==> config.mk <==
export PLATFORM = sky130hd
export DESIGN_NAME = tsp_display_ctrl
export DESIGN_NICKNAME = d
export VERILOG_FILES = /design/src/rtl/tsp_display_ctrl.sv
export SDC_FILE = /design/constraint.sdc
export NUM_CORES = 1
export LEC_CHECK = 0
export ABC_AREA = 1
export CAP_MARGIN = 40
export CORE_AREA = 2 2 172 174
export DETAILED_ROUTE_END_ITERATION = 10
export DIE_AREA = 0 0 174 176
export PLACE_DENSITY = 0.75
export SLEW_MARGIN = 30
export SYNTH_ARGS = -nofsm -noshare
export SYNTH_HDL_FRONTEND = slang
export SYNTH_SLANG_ARGS = --single-unit
export TNS_END_PERCENT = 5
==> constraint.sdc <==
create_clock -name clk -period 3.78 [get_ports clk]
set_input_delay 0.945 -clock clk [delete_from_list [all_inputs] [get_ports clk]]
set_output_delay 0.945 -clock clk [all_outputs]
set_load 0.02 [all_outputs]
==> src/rtl/tsp_display_ctrl.sv <==
// Seven-segment style display controller for a TSP solver: shows perf, a scrolling
// or stepped tour path, or a blank pattern. Optional leading-zero blanking: TSP_DISP_ZERO_BLANK_EN.
module tsp_display_ctrl #(
    parameter int NUM_DIGITS   = 6,
    parameter int PERF_W       = 24,
    parameter int N_CITIES     = 64,
    parameter int IDX_W        = 6,
    parameter int REFRESH_LOG2 = 17,
    parameter int SCROLL_LOG2  = 23
) (
    input  logic                         clk,
    input  logic                         rst,
    input  logic [1:0]                   mode,
    input  logic                         step,
    input  logic [PERF_W-1:0]            perf,
    input  logic [N_CITIES*IDX_W-1:0]    path,
    output logic [NUM_DIGITS*4-1:0]      digits,
    output logic [NUM_DIGITS-1:0]        blank,
    output logic [IDX_W-1:0]             led_idx
);

    localparam int DW = NUM_DIGITS * 4;
    localparam int HW = DW / 2;
    localparam logic [IDX_W-1:0] LAST_IDX = IDX_W'(N_CITIES - 1);

    typedef enum logic [1:0] {
        MODE_PERF   = 2'd0,
        MODE_AUTO   = 2'd1,
        MODE_MANUAL = 2'd2,
        MODE_BLANK  = 2'd3
    } mode_e;

    mode_e                   r_mode_q;
    logic [SCROLL_LOG2-1:0]  r_cnt;
    logic [IDX_W-1:0]        r_idx;
    logic                    r_idx_chg;
    logic [DW-1:0]           r_digits;
    logic [NUM_DIGITS-1:0]   r_blank;

    logic                    w_rtick;
    logic                    w_stick;
    logic                    w_mode_chg;
    logic                    w_adv;
    logic                    w_load;
    mode_e                   w_load_mode;
    logic [IDX_W-1:0]        w_sel_idx;
    logic [IDX_W-1:0]        w_sel_nxt;
    logic [DW-1:0]           w_perf_nib;
    logic [DW-1:0]           w_path_nib;
    logic [NUM_DIGITS-1:0]   w_lz_blank;
    logic [DW-1:0]           w_new_digits;
    logic [NUM_DIGITS-1:0]   w_new_blank;

    assign w_rtick    = (r_cnt[REFRESH_LOG2-1:0] == '0);
    assign w_stick    = (r_cnt == '0);
    assign w_mode_chg = (mode != r_mode_q);

    generate
        if (PERF_W >= DW) begin : g_perf_trunc
            assign w_perf_nib = perf[DW-1:0];
        end else begin : g_perf_ext
            assign w_perf_nib = {{(DW-PERF_W){1'b0}}, perf};
        end
    endgenerate

`ifdef TSP_DISP_ZERO_BLANK_EN
    logic w_seen;
    // Digit 0 is never dark, so a zero value still shows one "0".
    always_comb begin
        w_lz_blank = '0;
        w_seen     = 1'b0;
        for (int d = NUM_DIGITS - 1; d > 0; d--) begin
            w_seen        = w_seen | (|w_perf_nib[4*d +: 4]);
            w_lz_blank[d] = ~w_seen;
        end
    end
`else
    assign w_lz_blank = '0;
`endif

    // A mode change reloads from entry 0 on the same edge that clears idx.
    always_comb begin
        w_sel_idx  = w_mode_chg ? '0 : r_idx;
        w_sel_nxt  = (w_sel_idx == LAST_IDX) ? '0 : w_sel_idx + 1'b1;
        w_path_nib = '0;
        w_path_nib[IDX_W-1:0]   = path[w_sel_idx*IDX_W +: IDX_W];
        w_path_nib[HW +: IDX_W] = path[w_sel_nxt*IDX_W +: IDX_W];
    end

    always_comb begin
        w_load_mode  = w_mode_chg ? mode_e'(mode) : r_mode_q;
        w_new_digits = '1;
        w_new_blank  = '0;
        w_adv        = 1'b0;
        w_load       = w_mode_chg;
        case (w_load_mode)
            MODE_PERF: begin
                w_new_digits = w_perf_nib;
                w_new_blank  = w_lz_blank;
            end
            MODE_AUTO, MODE_MANUAL: begin
                w_new_digits = w_path_nib;
            end
            default: begin
                w_new_blank = '1;
            end
        endcase
        if (!w_mode_chg) begin
            case (r_mode_q)
                MODE_PERF:   w_load = w_rtick;
                MODE_AUTO: begin
                    w_load = w_rtick | r_idx_chg;
                    w_adv  = w_stick;
                end
                MODE_MANUAL: begin
                    w_load = w_rtick | r_idx_chg;
                    w_adv  = step;
                end
                default:     w_load = 1'b1;
            endcase
        end
    end

    always_ff @(posedge clk) begin
        if (rst) begin
            r_mode_q  <= MODE_PERF;
            r_cnt     <= '0;
            r_idx     <= '0;
            r_idx_chg <= 1'b0;
            r_digits  <= '1;
            r_blank   <= '0;
        end else begin
            r_mode_q  <= mode_e'(mode);
            r_cnt     <= w_mode_chg ? '0 : r_cnt + 1'b1;
            r_idx_chg <= w_adv;
            if (w_mode_chg) begin
                r_idx <= '0;
            end else if (w_adv) begin
                r_idx <= w_sel_nxt;
            end
            if (w_load) begin
                r_digits <= w_new_digits;
                r_blank  <= w_new_blank;
            end
        end
    end

    assign digits  = r_digits;
    assign blank   = r_blank;
    assign led_idx = r_idx;

endmodule

==> impl_metrics.toml <==
[clock_network]
cts_tree = "built"
cts.sinks = 57
cts_hold_buf = 0
clk_latency_ns = 0.33
cts_root_buf = "clkbuf_16"
post_cts_buffers = 0
ctsResizeCount = 0
cts_buffer_depth = 2
clk_pin_slew_ns = 0.05
htree_levels = 3
cts_buffers = 9

[sta]
setup_viol_count_final = 0
hold_slack_ns = 0.451
tns_ns = 0
grt_setup_unrepaired = "false"
period_minus_slack_ns = 3.50
clock.fmax_mhz = 286
worstMarginPinSlew_ns = 1.18
finalHoldViolCount = 0
fin_skew_ns = 0.00801
fin_crit_sh_pct = 92.5
relSlewSlack_pct = 21.1
slew_viol_final = 0

[worst_setup_path]
critPathRequiredTime_ns = 4.05
endpoint_kind = "flop"
critical_path.slowest_cell = "clkdlybuf4s50_1"
critPathArrivalTime_ns = 3.77
reg2reg_depth = 18
r2r-start = "r_mode_q[1]"
slowest_delay_ns = 0.64
crit_buf_inv = 6
path_common_cell = "nand3_1"
path_cells = "clkdlybuf4s50_1 > inv_2 > nand2_1 > nand2_1 > nor2_4 > buf_4 > buf_4 > buf_12 > buf_12 > nand3_1 > nand3_1 > nand3_1 > nand3_1 > nand3_1 > nand3_1 > nand3_1 > nand2_1 > nand2_1 > nand2_1"
rrSetupSlack_ns = 0.99
crit_path_start_kind = "input pin"
crit_fanout = 42
path_class = "in2reg"
r2r_end = "digits[13]"
critPathTopFamily = "simple AND/OR/NAND/NOR gates"

[synthesis]
synthSimpleGateAreaFrac_pct = 69.3
synth.distinct_cells = 34
netlist_area_mm2 = 0.0116
synth_edf_count = 0
synth_compound_area_share_pct = 3.71
yosysSeqAreaShare_pct = 9.79
yosysWarnings = 0
synth.area.top_cells = "nand3_1, nand2_1, dfxtp_1, inv_1, buf_2"
synth.net_count = 2733
syn_inst = 2311
synth_top_family_by_area = "simple AND/OR/NAND/NOR gates"
yosysTopAreaCell = "nand3_1"
synth_common_cells = "nand3_1, nand2_1, inv_1"
syn_avg_cell_area_um2 = 5.04
muxShareOfSynthArea_pct = 0
synthFlopType = "dfxtp_1"
synthArstFlopShare_pct = 0
synthXorXnorAreaFrac_pct = 0.290
ys_ff_latch = 57
synth_most_common_cell = "nand3_1"
synth.top_cell.area_share_pct = 43.9
synthAdderAreaFrac_pct = 0.967

[pwr]
cellPowerDensity_mw_per_mm2 = 156
ir_drop_mv = 0.222
power.leakage_nw = 7.71

[cells_and_area]
register_area_mm2 = 0.00114
layout.nets = 3064
drive_gt1_share_pct = 5.14
synthToLayoutAreaGrowth_pct = 45.5
fillers = 2908
multi_input_area_mm2 = 0.00869

[grt]
grt_max_degree = 220
grt_use_total_pct = 38.6
antenna_found_initial = 18
grt_overflow = 0
grt_pass1_vias = 16488
grt_first_pass_wirelength_mm = 94.0

[placement]
routabilityCongestion = 1.02
dp_hpwl_mm = 46.9
portBuffers = 448

[min_path]
hp-start = "r_cnt[0]"
min_to = "r_cnt[0]"
hold_path.class = "reg2reg"
holdPathStages = 1

[routing]
vias_per_cell = 5.98
drtIter0Drc = 3057
vias = 18241
drtAntennaViolNets = 0
drc = 0
drt_wl_total_mm = 62.5
firstDrtPassIters = 8
avgRoutedWirePerCell_um = 20.5

[die]
top_level_ports = 449
row_count = 62
die-area_mm2 = 0.0306
core_mm2 = 0.0285
initial_core_util_pct = 40.8
die_w_um = 174
die_y_um = 176

[outcome]
status = "complete, no violations"

[flow_run]
drv_cap = 0
cells in the final DEF (no fill, tap or decap), types with 2 or more instances in the layout:
master           Yosys  routed
nand3_1           1022    1021
nand2_1            591     590
clkdlybuf4s50_1      0     448
inv_1              209     208
buf_4               18      61
dfxtp_1             57      56
a21oi_1             44      44
nand3b_1            36      36
buf_12               0      27
nand4_1             26      26
nor2_1              25      25
diode_2              0      18
o21ai_0             12      12
a211o_1             12      12
nor3_1              11      11
inv_2               11      10
clkbuf_16            0       9
ha_1                 9       8
clkinv_2             0       5
nor2_4               2       3
nand2_4              2       3
a211oi_1             3       3
or2_2                3       3
nor4_1               3       3
nor2_2               3       2
nor3_2               2       2
clkinv_1             2       2
xor2_1               2       2
nand2_2              2       2
how the worst max path moves through the flow:
stage	start	end	slack [ns]	cells past startpoint
after global placement	mode[1]	digits[2]	0.08	18
after CTS	mode[1]	digits[12]	0.40	18
after floorplan	mode[0]	digits[15]	0.27	22
final	mode[1]	digits[13]	0.28	19
after detailed placement	mode[1]	digits[1]	0.06	19
after global routing	mode[1]	digits[0]	0.14	17
stage by stage:
stage | std cells | utilization, % | total power [mW] | cell area, um2 | setup slack (ns)
CTS | 3030 | 59.1 | 2.64 | 16900 | 0.398
finish | 3049 | 59.4 | 2.65 | 17000 | 0.284
detailed placement | 3014 | 58.2 | 1.90 | 16600 | 0.0645
global route | 3041 | 59.3 | 2.78 | 16900 | 0.140
floorplan | 2311 | - | 1.16 | 11600 | 0.273
global placement | 3014 | 58.2 | 1.90 | 16600 | 0.0754
per-layer routing:
| layer | track usage, % | part of all wire [%] | up-vias |
|---|---|---|---|
| met3 | 9.45 | 12 | 248 |
| met2 | 60.3 | 44 | 1306 |
| li1 | - | - | 8435 |
| met1 | 49.6 | 39 | 8252 |
| met4 | 19.0 | 5.5 | 0 |
| met5 | 0 | 0 | - |
report_power, final:
part	switching, mW	internal [mW]
clock network	0.275	0.458
logic	0.603	0.661
registers	0.0228	0.632
worst register-to-register path, delay by kind of cell, from the launching register on:
kind / cells / cell delay, ns
flops: 1 / 0.46
buf+inv: 5 / 0.84
simple gates: 13 / 1.46
cells by family (layout without fill, tap and decap cells):
kind of cell / count (synthesis) / after routing
flip-flops: 57 / 57
AO/OA/AOI/OAI: 74 / 74
XOR/XNOR: 3 / 3
buffers and inverters: 438 / 774
adder cells (fa/ha/maj): 9 / 9
other: 0 / 18
AND/OR/NAND/NOR: 1730 / 1730
cell type report:
cell class	count	area share [%]
Multi-Input combinational cell	1816	51.3
Sequential cell	57	6.75
Antenna cell	18	0.266
Tap cell	384	2.83
Inverter	222	4.93
Clock inverter	5	0.185
Clock buffer	11	1.43
Timing Repair Buffer	536	32.3
state kept, by name, summed over array words and instances (netlist names):
register / flops
blank: 1
digits: 24
led_idx: 6
r_cnt: 23
r_idx_chg: 1
r_mode_q: 2
Power figures use the tool's default switching activity.
